`config.mk`:
```
export PLATFORM = sky130hd
export DESIGN_NAME = sram_arbiter
export DESIGN_NICKNAME = d
export VERILOG_FILES = /design/src/rtl/arb_pkg.sv /design/src/rtl/starve_counter.sv /design/src/rtl/sram_arbiter.sv
export SDC_FILE = /design/constraint.sdc
export NUM_CORES = 1
export LEC_CHECK = 0
export BUFFER_PORTS_ARGS = -buffer_cell sky130_fd_sc_hd__buf_2
export CAP_MARGIN = 30
export CORE_AREA = 2 2 86 88
export CTS_CLUSTER_SIZE = 30
export DETAILED_ROUTE_END_ITERATION = 10
export DIE_AREA = 0 0 88 90
export PLACE_DENSITY_LB_ADDON = 0.2
export SLEW_MARGIN = 0
export SYNTH_ARGS = -nofsm -noshare
export SYNTH_HDL_FRONTEND = slang
export SYNTH_SLANG_ARGS = --single-unit
```
`constraint.sdc`:
```
create_clock -name clk -period 2.5 [get_ports clk]
set_input_delay 0.375 -clock clk [delete_from_list [all_inputs] [get_ports clk]]
set_output_delay 0.375 -clock clk [all_outputs]
set_load 0.02 [all_outputs]
```
`src/rtl/arb_pkg.sv`:
```
// Shared types and defaults for the SRAM arbiter: response-owner encoding,
// default bus widths and the starvation-counter width helper.
package arb_pkg;

  typedef enum logic [1:0] {
    OWN_NONE = 2'd0,
    OWN_IF   = 2'd1,
    OWN_DM   = 2'd2
  } rsp_own_t;

  localparam int ADDR_W_DEF = 16;
  localparam int DATA_W_DEF = 32;

  // Bits needed to hold the values 0..max_wait inclusive.
  function automatic int cnt_w(input int max_wait);
    return $clog2(max_wait + 1);
  endfunction

endpackage

```
`src/rtl/starve_counter.sv`:
```
// Saturating counter of consecutive refused IF cycles; at_max flags that the
// saturation value has been reached.
module starve_counter
  import arb_pkg::*;
#(
  parameter int MAX_WAIT = 4,
  parameter int CNT_W    = cnt_w(MAX_WAIT)
) (
  input  logic clk,
  input  logic rst,
  input  logic clr,
  input  logic en,
  output logic at_max
);

  localparam logic [CNT_W-1:0] MAX_CNT = CNT_W'(MAX_WAIT);

  logic [CNT_W-1:0] cnt;

  always_ff @(posedge clk or posedge rst) begin
    if (rst) begin
      cnt <= '0;
    end else if (clr) begin
      cnt <= '0;
    end else if (en && (cnt != MAX_CNT)) begin
      cnt <= cnt + 1'b1;
    end
  end

  assign at_max = (cnt == MAX_CNT);

endmodule

```
`src/rtl/sram_arbiter.sv`:
```
// Shares one single-ported SRAM between instruction fetch and data memory.
// DM has priority; define ARB_STARVE_GUARD_EN to force-grant IF after MAX_WAIT refusals.
module sram_arbiter
  import arb_pkg::*;
#(
  parameter int ADDR_W   = ADDR_W_DEF,
  parameter int DATA_W   = DATA_W_DEF,
  parameter int MAX_WAIT = 4
) (
  input  logic              clk,
  input  logic              rst,
  input  logic              if_req,
  input  logic [ADDR_W-1:0] if_addr,
  output logic              if_gnt,
  output logic              if_rvalid,
  output logic [DATA_W-1:0] if_rdata,
  input  logic              dm_req,
  input  logic [ADDR_W-1:0] dm_addr,
  input  logic [3:0]        dm_w_en,
  input  logic [DATA_W-1:0] dm_wdata,
  output logic              dm_gnt,
  output logic              dm_rvalid,
  output logic [DATA_W-1:0] dm_rdata,
  output logic [ADDR_W-1:0] sram_addr,
  output logic [3:0]        sram_w_en,
  output logic [DATA_W-1:0] sram_wdata,
  input  logic [DATA_W-1:0] sram_rdata
);

  rsp_own_t rsp_own, rsp_own_nxt;
  logic     if_force;

`ifdef ARB_STARVE_GUARD_EN
  logic at_max;

  starve_counter #(.MAX_WAIT(MAX_WAIT)) u_starve_counter (
    .clk    (clk),
    .rst    (rst),
    .clr    (if_gnt || !if_req),
    .en     (if_req && !if_gnt),
    .at_max (at_max)
  );

  assign if_force = if_req && at_max;
`else
  assign if_force = 1'b0;
`endif

  always_ff @(posedge clk or posedge rst) begin
    if (rst) begin
      rsp_own <= OWN_NONE;
    end else begin
      rsp_own <= rsp_own_nxt;
    end
  end

  // Grants are held low during reset so nothing reaches the SRAM.
  always_comb begin
    if_gnt      = 1'b0;
    dm_gnt      = 1'b0;
    rsp_own_nxt = OWN_NONE;
    sram_addr   = if_addr;
    sram_w_en   = 4'b0000;
    if (!rst) begin
      if (dm_req && !if_force) begin
        dm_gnt = 1'b1;
      end else if (if_req) begin
        if_gnt = 1'b1;
      end
    end
    if (dm_gnt) begin
      sram_addr = dm_addr;
      sram_w_en = dm_w_en;
      if (dm_w_en == 4'b0000) begin
        rsp_own_nxt = OWN_DM;
      end
    end else if (if_gnt) begin
      rsp_own_nxt = OWN_IF;
    end
  end

  assign sram_wdata = dm_wdata;
  assign if_rvalid  = (rsp_own == OWN_IF);
  assign dm_rvalid  = (rsp_own == OWN_DM);
  assign if_rdata   = if_rvalid ? sram_rdata : '0;
  assign dm_rdata   = dm_rvalid ? sram_rdata : '0;

endmodule

```
* After elaboration in Yosys (flattened, before gate mapping)
Cells that the tools add are included.
** Operators by class
- Muxes and demuxes :: 12
- Reduce and logical (&&, ||, !) cells :: 1
- Equality and inequality tests :: 2
** Operators by type and width (number)
- $mux W32 :: 2
- $mux W16 :: 1
- $mux W1 :: 6
- $logic_not A4 Y1 :: 1
- $mux W2 :: 2
- $mux W4 :: 1
- $eq A2 B1 Y1 const B :: 1
- $eq A2 B2 Y1 const B :: 1
** Word-level totals
- Output and inout port bits :: 120
- Flip-flop bits (word level) :: 2
- Word-level logic and storage cells :: 16
- Input port bits :: 104

* Longest topological paths before layout
- Depth after elaboration :: 5
- Gate-level depth with buffers :: 5
- Mapped depth without buffers :: 3

* Worst setup path before layout
OpenSTA, ideal clock, no wires.
- Kind :: input port to output port
- Start :: in rst
- End :: out sram_w_en[0]
- Path buffers :: 2
- Arrival :: 1.128 ns
- Slack :: 0.997 ns
- Data required time :: 2.125 ns
- Stages :: 5
- Path through :: nand2b_4 buf_6 buf_12 inv_2 and2_1
** Between the ends
- Word-level cells in the longest chain between the ends :: 2
** RTL lines
- from (decl) :: line sram_arbiter.sv:11 : input logic rst,
- $mux W1 :: line sram_arbiter.sv:64 : if (!rst) begin
- net dm_gnt :: line sram_arbiter.sv:21 : output logic dm_gnt,
- $mux W4 :: line sram_arbiter.sv:71 : if (dm_gnt) begin
- to (decl) :: line sram_arbiter.sv:25 : output logic [3:0] sram_w_en,
The timed path passes the listed nets, and every way through them passes these cells.

* Worst setup path after layout
- Start :: in rst
- End :: out sram_addr[14]
** Between the ends
- Word-level cells in the longest chain between the ends :: 2
** RTL lines
- $mux W1 :: line sram_arbiter.sv:64
- $mux W16 :: line sram_arbiter.sv:71
- to (decl) :: line sram_arbiter.sv:24 : output logic [ADDR_W-1:0] sram_addr,
No other way between the ends.

==> impl_metrics.toml <==
[setup_path]
max_stage_delay_ns = 0.37
cp_max_fo = 18
worstPathCellList = "buf_2 -> nand2b_4 -> mux2_2 -> buf_2"
path_class = "input pin to output pin"
arrival_ns = 1.31
cp_slowest_cell = "mux2_2"
cp-start-kind = "input pin"
worst_setup_path_end_kind = "output pin"
cp.required_ns = 2.12
critPathMostFrequentCell = "buf_2"

[die]
rows = 31
core-area_um2 = 7020
io_pins = 224
die_area_um2 = 7920
die_w_um = 88
start_util_pct = 14.8
dieHeight_um = 90

[timing]
fmax_mhz = 592
period_minus_slack_ns = 1.69
finalHoldViolations = 0
setup_ws_ns = 0.810
tns_ns = 0
fin_crit_sh_pct = 67.6
finalMaxSlewViolations = 0
slew-limit-headroom_pct = 80.5
max_slew.worst_pin.slew_ns = 0.292
rsz0062_at_grt = "false"
finalSetupViolCount = 0

[synthesis]
netlist_area_um2 = 1040
yosys.area.top_type = "and2_1"
synthCells = 135
synth_area_leaders = "and2_1 (41%), buf_4 (23%), mux2_4 (12%)"
ys_ff_latch = 2
synth_area_per_cell_um2 = 7.72
synth_cell_type_count = 16
synth_top_area_share_pct = 40.8
yosys_warnings = 0
seq_area_frac_synth_pct = 4.80
synth_nets = 239

[hold_path]
hold_class = "input pin to asynchronous set/reset pin"

[routing]
met3_length_um = 378
highest_layer = "met4"
ant_nets = 0
first_iter_violations = 21
vias = 1261
drt-total-wl_um = 3510
post_drt_wl_per_cell_um = 9.79
met2_wirelength_um = 1720
dr.pass1.iters = 2
met1Wirelength_um = 1380
route.detailed.drc = 0
vias_per_cell = 3.52

[finish]
top_register = "rsp_own"
top_regs = "rsp_own x2"
n_antenna_cell = 0
area_delta_synth_final_pct = 65.7
layout-drive-gt1-share_pct = 71.0
nets = 365
largest_reg_flops = 2

[global_route]
grt_pass1_wl_um = 5210
grt-ovfl-total = 0
grt_max_degree = 34
grt_antenna_before_repair = 0
grt_pass1_vias = 1074
grt_util_all_layers_pct = 8.10

[cts]
cts-root-buf = "clkbuf_8"
clock-sinks = 2
ctsResizeCount = 0
htree_levels = 1
ctsHoldBuffers = 0
cts_made_buffers = 3
post_cts_buffers = 0
clk_path_buf_depth = 2
clkTransAtPathRegs_ns = 0.03
cts_tree = "built"

[placed_design]
port_buffers = 159
place.detailed.hpwl_um = 3000
gp_routability_congestion = 0.696
preCtsSetupSlack_ns = 0.793

[power]
finalPower_mw = 0.369
ir_drop_mv = 0.168
pwr_density_cell_nw_per_um2 = 214
power_leakage_nw = 1.13

[outcome]
status = "finished, final reports clean"

[job]
drv_cap = 0
-- worst max-delay path by stage --
stage               start             to  slack [ns]
6_report              rst  sram_addr[14]        0.81
5_1_grt        rsp_own[0]    if_rdata[0]        0.69
4_1_cts        rsp_own[0]   dm_rdata[13]        0.78
3_5_place_dp          rst  sram_addr[14]        0.79
3_3_place_gp          rst  sram_addr[13]        0.81
2_1_floorplan         rst   sram_w_en[0]         1.0
-- layer usage --
layer / global-route usage, % / vias up
met5: 0 / -
met4: 2.69 / 0
met3: 2.66 / 4
met2: 13.7 / 93
met1: 9.45 / 526
li1: - / 638
-- Yosys cell counts --
cell type,n
dfrtp_1,2
inv_2,1
or4_1,1
buf_4,32
mux2_4,8
buf_2,2
inv_1,1
nor2b_1,2
nor3b_1,2
buf_12,1
clkbuf_1,4
nand2b_4,1
and2_1,68
nor2_1,1
buf_6,1
mux2_2,8
-- power by group --
group          total [mW]  switching [mW]  internal (mW)
clock network       0.123          0.0217          0.101
logic               0.212           0.108          0.104
registers          0.0339        0.000494         0.0334
total               0.369           0.130          0.239
-- cell type report --
cell class / count / area, um2
fill: 786 / 5290
inverter: 2 / 7.51
timing repair buffer: 161 / 811
sequential: 2 / 50.0
multi-input combinational: 91 / 693
clock buffer: 3 / 41.3
tap: 99 / 124
-- critical path, delay by kind of cell --
| family | cells | cell delay (ns) |
|---|---|---|
| buf+inv | 2 | 0.27 |
| mux | 1 | 0.37 |
| simple gates | 1 | 0.30 |
-- layout by cell type, fill, tap and decap left out --
cell type,n
and2_1,68
buf_2,159
buf_4,2
clkbuf_8,3
dfrtp_1,2
inv_1,1
inv_2,1
mux2_2,8
mux2_4,8
nand2b_4,1
nor2_1,1
nor2b_2,2
nor3b_1,2
or4_1,1
-- cell families after synthesis --
logic type | synth area share, %
AND/OR/NAND/NOR | 45.9
buffers and inverters | 29.2
flip-flops | 4.80
multiplexers | 20.2
-- through the flow --
stage,hold WS [ns],util [%],cells,instance area (um2)
after floorplan,0.116,-,135,1040
after global placement,0.263,24.0,355,1690
after detailed placement,0.267,24.0,355,1690
after CTS,0.0472,24.6,358,1730
after global routing,0.0565,24.6,358,1730
final,0.0454,24.6,358,1730
Note: power is estimated with default switching activity, not from simulation.
